==> config.mk <==
export PLATFORM = sky130hd
export DESIGN_NAME = cpu_controller_flat
export DESIGN_NICKNAME = d
export VERILOG_FILES = /design/src/rtl/cpu_pkg.sv /design/src/rtl/cpu_controller_if.sv /design/src/rtl/instr_decoder.sv /design/src/rtl/cpu_controller.sv /design/src/flat_wrapper.sv
export SDC_FILE = /design/constraint.sdc
export NUM_CORES = 1
export LEC_CHECK = 0
export CORE_MARGIN = 1
export CORE_UTILIZATION = 30
export CTS_CLUSTER_SIZE = 25
export DETAILED_ROUTE_END_ITERATION = 16
export PLACE_DENSITY = 0.6
export SETUP_SLACK_MARGIN = 0.02
export SLEW_MARGIN = 10
export SYNTH_ARGS = -nofsm -noshare
export SYNTH_HDL_FRONTEND = slang
export SYNTH_SLANG_ARGS = --single-unit
==> constraint.sdc <==
create_clock -name clk -period 2 [get_ports clk]
set_input_delay 0.3 -clock clk [delete_from_list [all_inputs] [get_ports clk]]
set_output_delay 0.3 -clock clk [all_outputs]
set_load 0.1 [all_outputs]
==> src/rtl/cpu_pkg.sv <==
// Shared definitions for the 16-bit RISC controller: opcodes, state codes,
// memory-command and write-back-select encodings.
package cpu_pkg;

  localparam logic [2:0] OPC_MOV  = 3'b110;
  localparam logic [2:0] OPC_ALU  = 3'b101;
  localparam logic [2:0] OPC_LDR  = 3'b011;
  localparam logic [2:0] OPC_STR  = 3'b100;
  localparam logic [2:0] OPC_HALT = 3'b111;

  localparam logic [1:0] OP_MOV_IMM = 2'b10;
  localparam logic [1:0] OP_MOV_REG = 2'b00;
  localparam logic [1:0] OP_ADD     = 2'b00;
  localparam logic [1:0] OP_CMP     = 2'b01;
  localparam logic [1:0] OP_AND     = 2'b10;
  localparam logic [1:0] OP_MVN     = 2'b11;
  localparam logic [1:0] OP_MEM     = 2'b00;
  localparam logic [1:0] OP_HALT    = 2'b00;

  typedef enum logic [1:0] {
    MEM_NONE  = 2'b00,
    MEM_READ  = 2'b01,
    MEM_WRITE = 2'b10
  } mem_cmd_e;

  typedef enum logic [1:0] {
    VSEL_MDATA = 2'b00,
    VSEL_IMM8  = 2'b01,
    VSEL_PC    = 2'b10,
    VSEL_C     = 2'b11
  } vsel_e;

  typedef logic [4:0] state_t;

  localparam state_t S_RST   = 5'd0;
  localparam state_t S_IF1   = 5'd1;
  localparam state_t S_IF2   = 5'd2;
  localparam state_t S_UPC   = 5'd3;
  localparam state_t S_DEC   = 5'd4;
  localparam state_t S_WIMM  = 5'd5;
  localparam state_t S_GETA  = 5'd6;
  localparam state_t S_GETB  = 5'd7;
  localparam state_t S_EXEC  = 5'd8;
  localparam state_t S_WREG  = 5'd9;
  localparam state_t S_ADDR  = 5'd10;
  localparam state_t S_LADDR = 5'd11;
  localparam state_t S_MRD   = 5'd12;
  localparam state_t S_WMEM  = 5'd13;
  localparam state_t S_GETD  = 5'd14;
  localparam state_t S_STRC  = 5'd15;
  localparam state_t S_MWR   = 5'd16;
  localparam state_t S_HALT  = 5'd17;

  function automatic logic [15:0] sext5(input logic [4:0] v);
    return {{11{v[4]}}, v};
  endfunction

  function automatic logic [15:0] sext8(input logic [7:0] v);
    return {{8{v[7]}}, v};
  endfunction

endpackage

==> src/rtl/cpu_controller_if.sv <==
// Controller-to-datapath/memory bundle: instruction data in, every datapath
// and fetch control out. master = controller, slave = datapath/memory side.
interface cpu_controller_if;
  logic [15:0] mdata;
  logic [2:0]  readnum;
  logic [2:0]  writenum;
  logic [1:0]  vsel;
  logic        loada;
  logic        loadb;
  logic        loadc;
  logic        loads;
  logic        write;
  logic        asel;
  logic        bsel;
  logic [1:0]  shift;
  logic [1:0]  ALUop;
  logic [15:0] sximm5;
  logic [15:0] sximm8;
  logic        bypass;
  logic        load_ir;
  logic        load_pc;
  logic        reset_pc;
  logic        load_addr;
  logic        addr_sel;
  logic [1:0]  mem_cmd;
  logic        halted;

  modport master (
    input  mdata,
    output readnum, writenum, vsel, loada, loadb, loadc, loads, write,
           asel, bsel, shift, ALUop, sximm5, sximm8, bypass, load_ir,
           load_pc, reset_pc, load_addr, addr_sel, mem_cmd, halted
  );

  modport slave (
    output mdata,
    input  readnum, writenum, vsel, loada, loadb, loadc, loads, write,
           asel, bsel, shift, ALUop, sximm5, sximm8, bypass, load_ir,
           load_pc, reset_pc, load_addr, addr_sel, mem_cmd, halted
  );
endinterface

==> src/rtl/instr_decoder.sv <==
// Combinational instruction decode: field split, sign extension and class flags.
// LDR/STR are only recognised when MEM_OPS_EN is defined.
module instr_decoder
  import cpu_pkg::*;
(
  input  logic [15:0] ir,
  output logic [1:0]  op,
  output logic [2:0]  rn,
  output logic [2:0]  rd,
  output logic [1:0]  sh,
  output logic [2:0]  rm,
  output logic [15:0] sximm5,
  output logic [15:0] sximm8,
  output logic        is_mov_imm,
  output logic        is_mov_reg,
  output logic        is_alu,
  output logic        is_ldr,
  output logic        is_str,
  output logic        is_halt,
  output logic        is_illegal
);

  logic [2:0] opcode;

  assign opcode = ir[15:13];
  assign op     = ir[12:11];
  assign rn     = ir[10:8];
  assign rd     = ir[7:5];
  assign sh     = ir[4:3];
  assign rm     = ir[2:0];

  assign sximm5 = sext5(ir[4:0]);
  assign sximm8 = sext8(ir[7:0]);

  assign is_mov_imm = (opcode == OPC_MOV)  && (op == OP_MOV_IMM);
  assign is_mov_reg = (opcode == OPC_MOV)  && (op == OP_MOV_REG);
  assign is_alu     = (opcode == OPC_ALU);
  assign is_halt    = (opcode == OPC_HALT) && (op == OP_HALT);

`ifdef MEM_OPS_EN
  assign is_ldr = (opcode == OPC_LDR) && (op == OP_MEM);
  assign is_str = (opcode == OPC_STR) && (op == OP_MEM);
`else
  assign is_ldr = 1'b0;
  assign is_str = 1'b0;
`endif

  assign is_illegal = ~(is_mov_imm | is_mov_reg | is_alu | is_ldr | is_str | is_halt);

endmodule

==> src/rtl/cpu_controller.sv <==
// Instruction register, decode and Moore control FSM for the 16-bit RISC core.
// Define MEM_OPS_EN to compile in LDR/STR and their memory-access states.
module cpu_controller
  import cpu_pkg::*;
(
  input  logic             clk,
  input  logic             reset,
  cpu_controller_if.master bus
);

  state_t      state;
  state_t      state_next;
  logic [15:0] ir;

  logic [1:0]  op;
  logic [2:0]  rn, rd, rm;
  logic [1:0]  sh;
  logic [15:0] sximm5, sximm8;
  logic        is_mov_imm, is_mov_reg, is_alu, is_ldr, is_str, is_halt, is_illegal;
  logic        is_cmp;

  logic [2:0]  readnum, writenum;
  logic [1:0]  vsel, shift, alu_op, mem_cmd;
  logic        loada, loadb, loadc, loads, write, asel, bsel;
  logic        load_ir, load_pc, reset_pc, load_addr, addr_sel, halted;

  instr_decoder u_dec (
    .ir         (ir),
    .op         (op),
    .rn         (rn),
    .rd         (rd),
    .sh         (sh),
    .rm         (rm),
    .sximm5     (sximm5),
    .sximm8     (sximm8),
    .is_mov_imm (is_mov_imm),
    .is_mov_reg (is_mov_reg),
    .is_alu     (is_alu),
    .is_ldr     (is_ldr),
    .is_str     (is_str),
    .is_halt    (is_halt),
    .is_illegal (is_illegal)
  );

  assign is_cmp = is_alu && (op == OP_CMP);

  // IR only moves on the IF2 edge, so decode is stable for the whole instruction
  always_ff @(posedge clk) begin
    if (reset) begin
      state <= S_RST;
      ir    <= '0;
    end else begin
      state <= state_next;
      if (load_ir) ir <= bus.mdata;
    end
  end

  always_comb begin
    state_next = state;
    case (state)
      S_RST:  state_next = S_IF1;
      S_IF1:  state_next = S_IF2;
      S_IF2:  state_next = S_UPC;
      S_UPC:  state_next = S_DEC;
      S_DEC: begin
        if (is_mov_imm)                      state_next = S_WIMM;
        else if (is_mov_reg)                 state_next = S_GETB;
        else if (is_alu || is_ldr || is_str) state_next = S_GETA;
        else                                 state_next = S_HALT;
      end
      S_WIMM: state_next = S_IF1;
      S_GETA: begin
`ifdef MEM_OPS_EN
        state_next = is_alu ? S_GETB : S_ADDR;
`else
        state_next = is_alu ? S_GETB : S_HALT;
`endif
      end
      S_GETB: state_next = S_EXEC;
      S_EXEC: state_next = is_cmp ? S_IF1 : S_WREG;
      S_WREG: state_next = S_IF1;
`ifdef MEM_OPS_EN
      S_ADDR:  state_next = S_LADDR;
      S_LADDR: state_next = is_ldr ? S_MRD : S_GETD;
      S_MRD:   state_next = S_WMEM;
      S_WMEM:  state_next = S_IF1;
      S_GETD:  state_next = S_STRC;
      S_STRC:  state_next = S_MWR;
      S_MWR:   state_next = S_IF1;
`endif
      S_HALT:  state_next = S_HALT;
      default: state_next = S_HALT;
    endcase
  end

  always_comb begin
    readnum   = '0;
    writenum  = '0;
    vsel      = VSEL_MDATA;
    loada     = 1'b0;
    loadb     = 1'b0;
    loadc     = 1'b0;
    loads     = 1'b0;
    write     = 1'b0;
    asel      = 1'b0;
    bsel      = 1'b0;
    shift     = 2'b00;
    alu_op    = 2'b00;
    load_ir   = 1'b0;
    load_pc   = 1'b0;
    reset_pc  = 1'b0;
    load_addr = 1'b0;
    addr_sel  = 1'b0;
    mem_cmd   = MEM_NONE;
    halted    = 1'b0;
    case (state)
      S_RST: begin
        reset_pc = 1'b1;
        load_pc  = 1'b1;
      end
      S_IF1: begin
        addr_sel = 1'b1;
        mem_cmd  = MEM_READ;
      end
      S_IF2: begin
        addr_sel = 1'b1;
        mem_cmd  = MEM_READ;
        load_ir  = 1'b1;
      end
      S_UPC:  load_pc = 1'b1;
      S_WIMM: begin
        writenum = rn;
        vsel     = VSEL_IMM8;
        write    = 1'b1;
      end
      S_GETA: begin
        readnum = rn;
        loada   = 1'b1;
      end
      S_GETB: begin
        readnum = rm;
        loadb   = 1'b1;
      end
      // MOV reg passes B through the ALU as 0 + B
      S_EXEC: begin
        shift = sh;
        if (is_mov_reg) begin
          asel  = 1'b1;
          loadc = 1'b1;
        end else begin
          alu_op = op;
          loads  = is_cmp;
          loadc  = ~is_cmp;
        end
      end
      S_WREG: begin
        writenum = rd;
        vsel     = VSEL_C;
        write    = 1'b1;
      end
`ifdef MEM_OPS_EN
      S_ADDR: begin
        bsel  = 1'b1;
        loadc = 1'b1;
      end
      S_LADDR: load_addr = 1'b1;
      S_MRD:   mem_cmd = MEM_READ;
      S_WMEM: begin
        mem_cmd  = MEM_READ;
        writenum = rd;
        vsel     = VSEL_MDATA;
        write    = 1'b1;
      end
      S_GETD: begin
        readnum = rd;
        loadb   = 1'b1;
      end
      S_STRC: begin
        asel  = 1'b1;
        loadc = 1'b1;
      end
      S_MWR: mem_cmd = MEM_WRITE;
`endif
      S_HALT:  halted = 1'b1;
      default: ;
    endcase
  end

  assign bus.readnum   = readnum;
  assign bus.writenum  = writenum;
  assign bus.vsel      = vsel;
  assign bus.loada     = loada;
  assign bus.loadb     = loadb;
  assign bus.loadc     = loadc;
  assign bus.loads     = loads;
  assign bus.write     = write;
  assign bus.asel      = asel;
  assign bus.bsel      = bsel;
  assign bus.shift     = shift;
  assign bus.ALUop     = alu_op;
  assign bus.sximm5    = sximm5;
  assign bus.sximm8    = sximm8;
  assign bus.bypass    = 1'b0;
  assign bus.load_ir   = load_ir;
  assign bus.load_pc   = load_pc;
  assign bus.reset_pc  = reset_pc;
  assign bus.load_addr = load_addr;
  assign bus.addr_sel  = addr_sel;
  assign bus.mem_cmd   = mem_cmd;
  assign bus.halted    = halted;

endmodule

==> src/flat_wrapper.sv <==
// flat-port wrapper written by rule: the top's interface ports become plain ports
module cpu_controller_flat import cpu_pkg::*;
  (clk, reset, bus_mdata, bus_readnum, bus_writenum, bus_vsel, bus_loada, bus_loadb, bus_loadc, bus_loads, bus_write, bus_asel, bus_bsel, bus_shift, bus_ALUop, bus_sximm5, bus_sximm8, bus_bypass, bus_load_ir, bus_load_pc, bus_reset_pc, bus_load_addr, bus_addr_sel, bus_mem_cmd, bus_halted);
  cpu_controller_if bus_i ();
  input  logic clk;
  input  logic reset;
  input wire logic [$bits(bus_i.mdata)-1:0] bus_mdata;
  output wire logic [$bits(bus_i.readnum)-1:0] bus_readnum;
  output wire logic [$bits(bus_i.writenum)-1:0] bus_writenum;
  output wire logic [$bits(bus_i.vsel)-1:0] bus_vsel;
  output wire logic [$bits(bus_i.loada)-1:0] bus_loada;
  output wire logic [$bits(bus_i.loadb)-1:0] bus_loadb;
  output wire logic [$bits(bus_i.loadc)-1:0] bus_loadc;
  output wire logic [$bits(bus_i.loads)-1:0] bus_loads;
  output wire logic [$bits(bus_i.write)-1:0] bus_write;
  output wire logic [$bits(bus_i.asel)-1:0] bus_asel;
  output wire logic [$bits(bus_i.bsel)-1:0] bus_bsel;
  output wire logic [$bits(bus_i.shift)-1:0] bus_shift;
  output wire logic [$bits(bus_i.ALUop)-1:0] bus_ALUop;
  output wire logic [$bits(bus_i.sximm5)-1:0] bus_sximm5;
  output wire logic [$bits(bus_i.sximm8)-1:0] bus_sximm8;
  output wire logic [$bits(bus_i.bypass)-1:0] bus_bypass;
  output wire logic [$bits(bus_i.load_ir)-1:0] bus_load_ir;
  output wire logic [$bits(bus_i.load_pc)-1:0] bus_load_pc;
  output wire logic [$bits(bus_i.reset_pc)-1:0] bus_reset_pc;
  output wire logic [$bits(bus_i.load_addr)-1:0] bus_load_addr;
  output wire logic [$bits(bus_i.addr_sel)-1:0] bus_addr_sel;
  output wire logic [$bits(bus_i.mem_cmd)-1:0] bus_mem_cmd;
  output wire logic [$bits(bus_i.halted)-1:0] bus_halted;
  assign bus_i.mdata = bus_mdata;
  assign bus_readnum = bus_i.readnum;
  assign bus_writenum = bus_i.writenum;
  assign bus_vsel = bus_i.vsel;
  assign bus_loada = bus_i.loada;
  assign bus_loadb = bus_i.loadb;
  assign bus_loadc = bus_i.loadc;
  assign bus_loads = bus_i.loads;
  assign bus_write = bus_i.write;
  assign bus_asel = bus_i.asel;
  assign bus_bsel = bus_i.bsel;
  assign bus_shift = bus_i.shift;
  assign bus_ALUop = bus_i.ALUop;
  assign bus_sximm5 = bus_i.sximm5;
  assign bus_sximm8 = bus_i.sximm8;
  assign bus_bypass = bus_i.bypass;
  assign bus_load_ir = bus_i.load_ir;
  assign bus_load_pc = bus_i.load_pc;
  assign bus_reset_pc = bus_i.reset_pc;
  assign bus_load_addr = bus_i.load_addr;
  assign bus_addr_sel = bus_i.addr_sel;
  assign bus_mem_cmd = bus_i.mem_cmd;
  assign bus_halted = bus_i.halted;
  cpu_controller u_core (.clk(clk), .reset(reset), .bus(bus_i));
endmodule
==> summary.md, run 1 <==
| Metric | Value |
|---|---|
| Synthesized instance count | 196 |
| Num CTS Buffers | 3 |
| Grt ovf | 0 |
| Hold Vio Cnt, Final | 0 |
| Gr usage total | 0.159 |
| Placed Cells | 300 |
| Worst min-delay path class | register to register |
| CTS root buf | clkbuf_8 |
| Mapped Area | 1560 um^2 |
| Status | complete, no violations |
| Layout cell share with drive strength beyond 1 | 0.443 |
| H-tree depth | 1 |
| Post-synth top area cell | dfxtp_1 |
| Reg area | 425 um^2 |
| Fmax | 0.523 GHz |
| EDFF count, synth | 0 |
| Routed Antenna Nets | 0 |
| CP Capture Type | output pin |
| DP Area | 2690 um^2 |
| Initial DRC count | 62 |
| Vias per cell | 4.83 |
| HPWL after detailed placement | 3200 um |
| Chip height | 74.0 um |
| Layout Nets | 256 |
| R2R cell count | 4 |
| Clock sink total | 21 |
| Area grow syn2layout | 77.6% |
| Hold path cells | 2 |
| Crit path time final | 1.91 ns |
| CTS tree | yes |
| Kind of critical path | register to output pin |
| Vias in the first global route | 1,369 |
| Critical path arrival | 1.61 ns |
| Share of synthesized registers carrying an async set or reset | 0 |
| Routed WL | 4160 um |
| RSZ-0062 raised after global routing | true |
| Routability cong. | 0.854 |
| Maximum VDD drop | 0.284 mV |
| Synth area leaders | dfxtp_1 (27%), buf_4 (18%), nand3b_1 (8.2%), a21oi_1 (6.1%), nor2b_1 (4.0%) |
| Vias | 1,467 |
| Worst Setup EP | bus_load_ir |
| Core footprint | 4850 um^2 |
| # rows | 25 |
| Max-cap violation count | 0 |
| Initial DRT Pass Iterations | 4 |
| Finished Layout Cells | 304 |
| Number of antenna diodes | 0 |
| Max clock buf depth | 2 |
| Area of the multi-input gates | 923 um^2 |
| DIE AREA | 5480 um^2 |
| Syn_area_per_cell | 7.94 um^2 |
| Pre-CTS WS | 0.211 ns |
| Final Setup Violations | 0 |
| Largest net degree at the start of global routing | 21 |
| Pleak | 1.01 nW |
| I/O Pins | 78 |
| Synth Register Bits | 21 |
| Worst R2R Setup Slack | 0.37 ns |
| Crit path launch | u_core.state[4]$_SDFF_PP0_ |
| Setup crit start kind | register |
| Initial Util | 0.321 |
| # port buffers | 73 |
| DRC | 0 |
| Clock-pin slew on the worst setup and hold paths | 0.08 ns |
| Die Wd | 74.0 um |
| Clk_lat worst skew | 0.26 ns |
| Setup slack after layout | 0.0876 ns |
| Fin. max-slew vios | 0 |
| Pwr dens | 666 nW/um^2 |
| Critical R2R Launch | u_core.state[4]$_SDFF_PP0_ |
| Synth top area share | 0.270 |
| Commonest non-fill, non-tap cell in the layout | buf_12 |
| Main flop type after synthesis | dfxtp_1 |
| Crit path max fanout | 10 |
| First-pass GRT wire length | 6730 um |
| Syn. warnings | 0 |
| Sequential area share after synthesis | 0.270 |
| Most frequent cells in the layout | buf_12 (46), buf_4 (24), a21oi_1 (18) |
| Initial antenna violation count | 0 |
| Final period utilization | 0.956 |
| Critical Path RT | 1.70 ns |
| FF-to-FF End | u_core.ir[5]$_SDFFE_PP0P_ |
| Final Cell Area | 2760 um^2 |
| Drt wl/cell | 13.7 um |
| Final core occ | 0.570 |
| Synth cell types | 41 |
| Filler cell count | 414 |
| Skew final | 0.00619 ns |
cells in the mapped netlist (2+ instances only):
library cell   n
nand2_1        5
buf_2          4
o21ai_0        7
nor3_1         2
o2111ai_1      2
a21oi_1       19
nor4b_1        3
o21ai_1        8
a22oi_1        3
nor3b_1        2
nor2b_1       10
nand3b_1      17
buf_4         38
buf_6          2
nand4_1        2
dfxtp_1       21
clkbuf_1       9
mux2i_1        3
and3_1         5
a31oi_1        2
inv_1          3
nor2_1        10
timing repair:
item | in CTS | in global routing
hold buffers | 0 | 0
pin swaps | 0 | 1
resized for setup | 5 | 5
buffers inserted | 0 | 0
endpoints found under the setup margin | 8 | 7
flip-flops by register name, indices dropped and copies added (netlist names):
name          flops
u_core.ir        16
u_core.state      5
worst min path at each step:
stage	from	endpoint	slack [ns]
global route	u_core.ir[6]$_SDFFE_PP0P_	u_core.ir[6]$_SDFFE_PP0P_	0.53
global placement	u_core.ir[6]$_SDFFE_PP0P_	u_core.ir[6]$_SDFFE_PP0P_	0.49
floorplan	u_core.ir[9]$_SDFFE_PP0P_	u_core.ir[9]$_SDFFE_PP0P_	0.46
CTS	u_core.ir[6]$_SDFFE_PP0P_	u_core.ir[6]$_SDFFE_PP0P_	0.50
finish	u_core.ir[6]$_SDFFE_PP0P_	u_core.ir[6]$_SDFFE_PP0P_	0.50
detailed placement	u_core.ir[6]$_SDFFE_PP0P_	u_core.ir[6]$_SDFFE_PP0P_	0.49
report_power, final:
| group | switching (mW) | internal, mW |
|---|---|---|
| logic | 0.721 | 0.346 |
| clock network | 0.140 | 0.142 |
| registers | 0.0425 | 0.448 |
| total | 0.903 | 0.936 |
logic make-up (layout without fill, tap and decap cells):
kind of cell	after synthesis	after routing	share of synthesized area
and+or+nand+nor	67	67	0.286
muxes	3	3	0.0193
xor gates and xnor gates	1	1	0.00563
other	1	4	0.00241
AOI/OAI and AO/OA	47	47	0.177
buffers and inverters	56	94	0.240
DFF	21	21	0.270
cell type report:
class,count,area share
inverters,3,0.00543
clock buffers,4,0.0163
flip-flops and latches,21,0.154
repair buffers,87,0.460
well taps,67,0.0303
multi-input cells,122,0.334
worst max-delay path, cell delays in order, from the launching register on:
cell     delay (ns)
dfxtp_2        0.40
or4b_1         0.62
nor2_4         0.14
buf_12         0.18
metrics by stage:
step | total power [mW] | hold WS, ns | TNS [ns]
floorplan | 1.28 | 0.456 | -0.493
global route | 1.90 | 0.527 | 0
detailed placement | 1.56 | 0.488 | 0
global placement | 1.56 | 0.487 | 0
CTS | 1.84 | 0.500 | 0
finish | 1.84 | 0.500 | 0
metal layers:
layer	track usage	vias to the layer above	wire length, um
met5	0	-	0
li1	-	731	-
met3	0.0217	4	240
met1	0.210	674	1820
met2	0.270	58	2060
met4	0.0470	0	46
(Power assumes the default switching activity.)
==> run 2: changes to the inputs <==
- CORE_UTILIZATION: 30 -> 40
- CTS_CLUSTER_SIZE: 25 -> default
- PLACE_DENSITY: 0.6 -> 0.77
- SLEW_MARGIN: 10 -> 5
==> run 2 against run 1 <==
Core utilization is 18 points higher. Non-clock buffer count decreased by 1. Sequential cell count unchanged. Via count rose by 2.0%. Sequential share of layout area up 0.094 points. Largest cell class unchanged. Largest power group unchanged.
==> summary.md, run 2 (synthesized netlist as in run 1, its figures left out) <==
| Metric | Value |
|---|---|
| Finished Layout Cells | 284 (-6.6%) |
| Initial Util | 0.422 (+0.101) |
| Crit path max fanout | 9 (-1) |
| Num CTS Buffers | 3 (unchanged) |
| Core footprint | 3690 um^2 (-24%) |
| Number of antenna diodes | 0 (unchanged) |
| Drt wl/cell | 15.4 um (+13%) |
| Chip height | 64.4 um (-13%) |
| Final core occ | 0.747 (+0.177) |
| Hold Vio Cnt, Final | 0 (unchanged) |
| Biggest regs | u_core.ir x16, u_core.state x5 |
| Pwr dens | 672 nW/um^2 (+1.0%) |
| Kind of critical path | register to output pin |
| Vias per cell | 5.27 (+9.2%) |
| CTS tree | yes |
| Die Wd | 64.4 um (-13%) |
| DP Area | 2660 um^2 (-1.2%) |
| Filler cell count | 261 (-37%) |
| Final period utilization | 0.958 (+0.00175) |
| DIE AREA | 4140 um^2 (-24%) |
| Clock sink total | 21 (unchanged) |
| R2R cell count | 4 (unchanged) |
| Placed Cells | 280 (-6.7%) |
| Setup crit start kind | register |
| Area of the multi-input gates | 941 um^2 (+1.9%) |
| Maximum VDD drop | 0.514 mV (+81%) |
| Setup slack after layout | 0.0841 ns (-0.00351 ns) |
| CTS root buf | clkbuf_8 |
| Reg with most FFs | u_core.ir |
| Critical path arrival | 1.62 ns (about the same) |
| Commonest non-fill, non-tap cell in the layout | buf_12 |
| RSZ-0062 raised after global routing | false |
| Final Cell Area | 2760 um^2 (-0.32%) |
| Max reg flops | 16 (unchanged) |
| Crit path time final | 1.92 ns (+0.00351 ns) |
| Clock-pin slew on the worst setup and hold paths | 0.08 ns (about the same) |
| Layout cell share with drive strength beyond 1 | 0.462 (+0.0188) |
| I/O Pins | 78 (unchanged) |
| Pleak | 1.01 nW (about the same) |
| # rows | 22 (-12%) |
| Gr usage total | 0.220 (+0.0608) |
| Largest net degree at the start of global routing | 33 (+57%) |
| Hold path cells | 2 (unchanged) |
| Max clock buf depth | 2 (unchanged) |
| Final Setup Violations | 0 (unchanged) |
| Area grow syn2layout | 77.0% |
| Routability cong. | 0.855 (+0.21%) |
| Skew final | 0.00164 ns (-0.00455 ns) |
| Layout Nets | 255 (-0.39%) |
| Critical Path RT | 1.70 ns (about the same) |
| Clk_lat worst skew | 0.26 ns (about the same) |
| Most frequent cells in the layout | buf_12 (46), buf_4 (23), a21oi_1 (18) |
| Max-cap violation count | 0 (unchanged) |
| Fmax | 0.522 GHz (-0.18%) |
| Initial DRT Pass Iterations | 4 (unchanged) |
| Post-CTS setup buffers | 0 (unchanged) |
| Fin. max-slew vios | 0 (unchanged) |
| Routed WL | 4380 um (+5.1%) |
| First-pass GRT wire length | 7210 um (+7.2%) |
| Initial antenna violation count | 0 (unchanged) |
| H-tree depth | 1 (unchanged) |
| Worst min-delay path class | register to register |
| CP Capture Type | output pin |
| Pre-CTS WS | 0.168 ns (-0.0432 ns) |
| DRC | 0 (unchanged) |
| Initial DRC count | 44 (-29%) |
| Vias in the first global route | 1,445 (+5.6%) |
| Status | complete, no violations |
| Power Total | 1.85 mW (+0.72%) |
| # port buffers | 73 (unchanged) |
| Reg area | 427 um^2 (+0.29%) |
| Grt ovf | 0 (unchanged) |
| Vias | 1,496 (+2.0%) |
| Routed Antenna Nets | 0 (unchanged) |
| HPWL after detailed placement | 3340 um (+4.4%) |
run 2: through the flow:
step	hold slack [ns]	TNS, ns
floorplan	0.456	-0.493
global placement	0.475	0
detailed placement	0.489	0
CTS	0.497	0
global route	0.533	0
finish	0.495	0
run 2: final cells by class:
cell class / count / share of cell area
clock buffers: 3 / 0.0150
clock inverters: 1 / 0.00272
inverters: 3 / 0.00545
multi-input cells: 122 / 0.342
flip-flops and latches: 21 / 0.155
well taps: 48 / 0.0218
repair buffers: 86 / 0.459
run 2: what timing repair did:
item | CTS | global route
gates resized for setup | 5 | 9
hold buffers | 0 | 0
endpoints found under the setup margin | 9 | 17
gates cloned | 0 | 0
run 2: critical path: stages, from the launching register on:
cell and delay (ns):
dfxtp_2 0.45, nor2b_2 0.29, nand2_1 0.24, nor2_4 0.19, buf_12 0.18
run 2: worst paths after layout:
kind / start / end / slack (ns)
max: u_core.state[1]$_SDFF_PP0_ / bus_readnum[1] / 0.08
max reg2reg: u_core.state[4]$_SDFF_PP0_ / u_core.ir[4]$_SDFFE_PP0P_ / 0.40
min: u_core.ir[9]$_SDFFE_PP0P_ / u_core.ir[9]$_SDFFE_PP0P_ / 0.49
min reg2reg: u_core.ir[9]$_SDFFE_PP0P_ / u_core.ir[9]$_SDFFE_PP0P_ / 0.49
run 2: power breakdown:
part | switching, mW | internal (mW) | leakage (nW) | total [mW]
logic | 0.726 | 0.345 | 0.817 | 1.07
clock network | 0.147 | 0.141 | 0.0217 | 0.287
registers | 0.0468 | 0.448 | 0.173 | 0.495
run 2: metal layers:
layer  global-route usage  part of all wire
met4               0.0611             0.017
met5                    0                 0
met1                0.271              0.41
met3               0.0411             0.044
met2                0.386              0.53
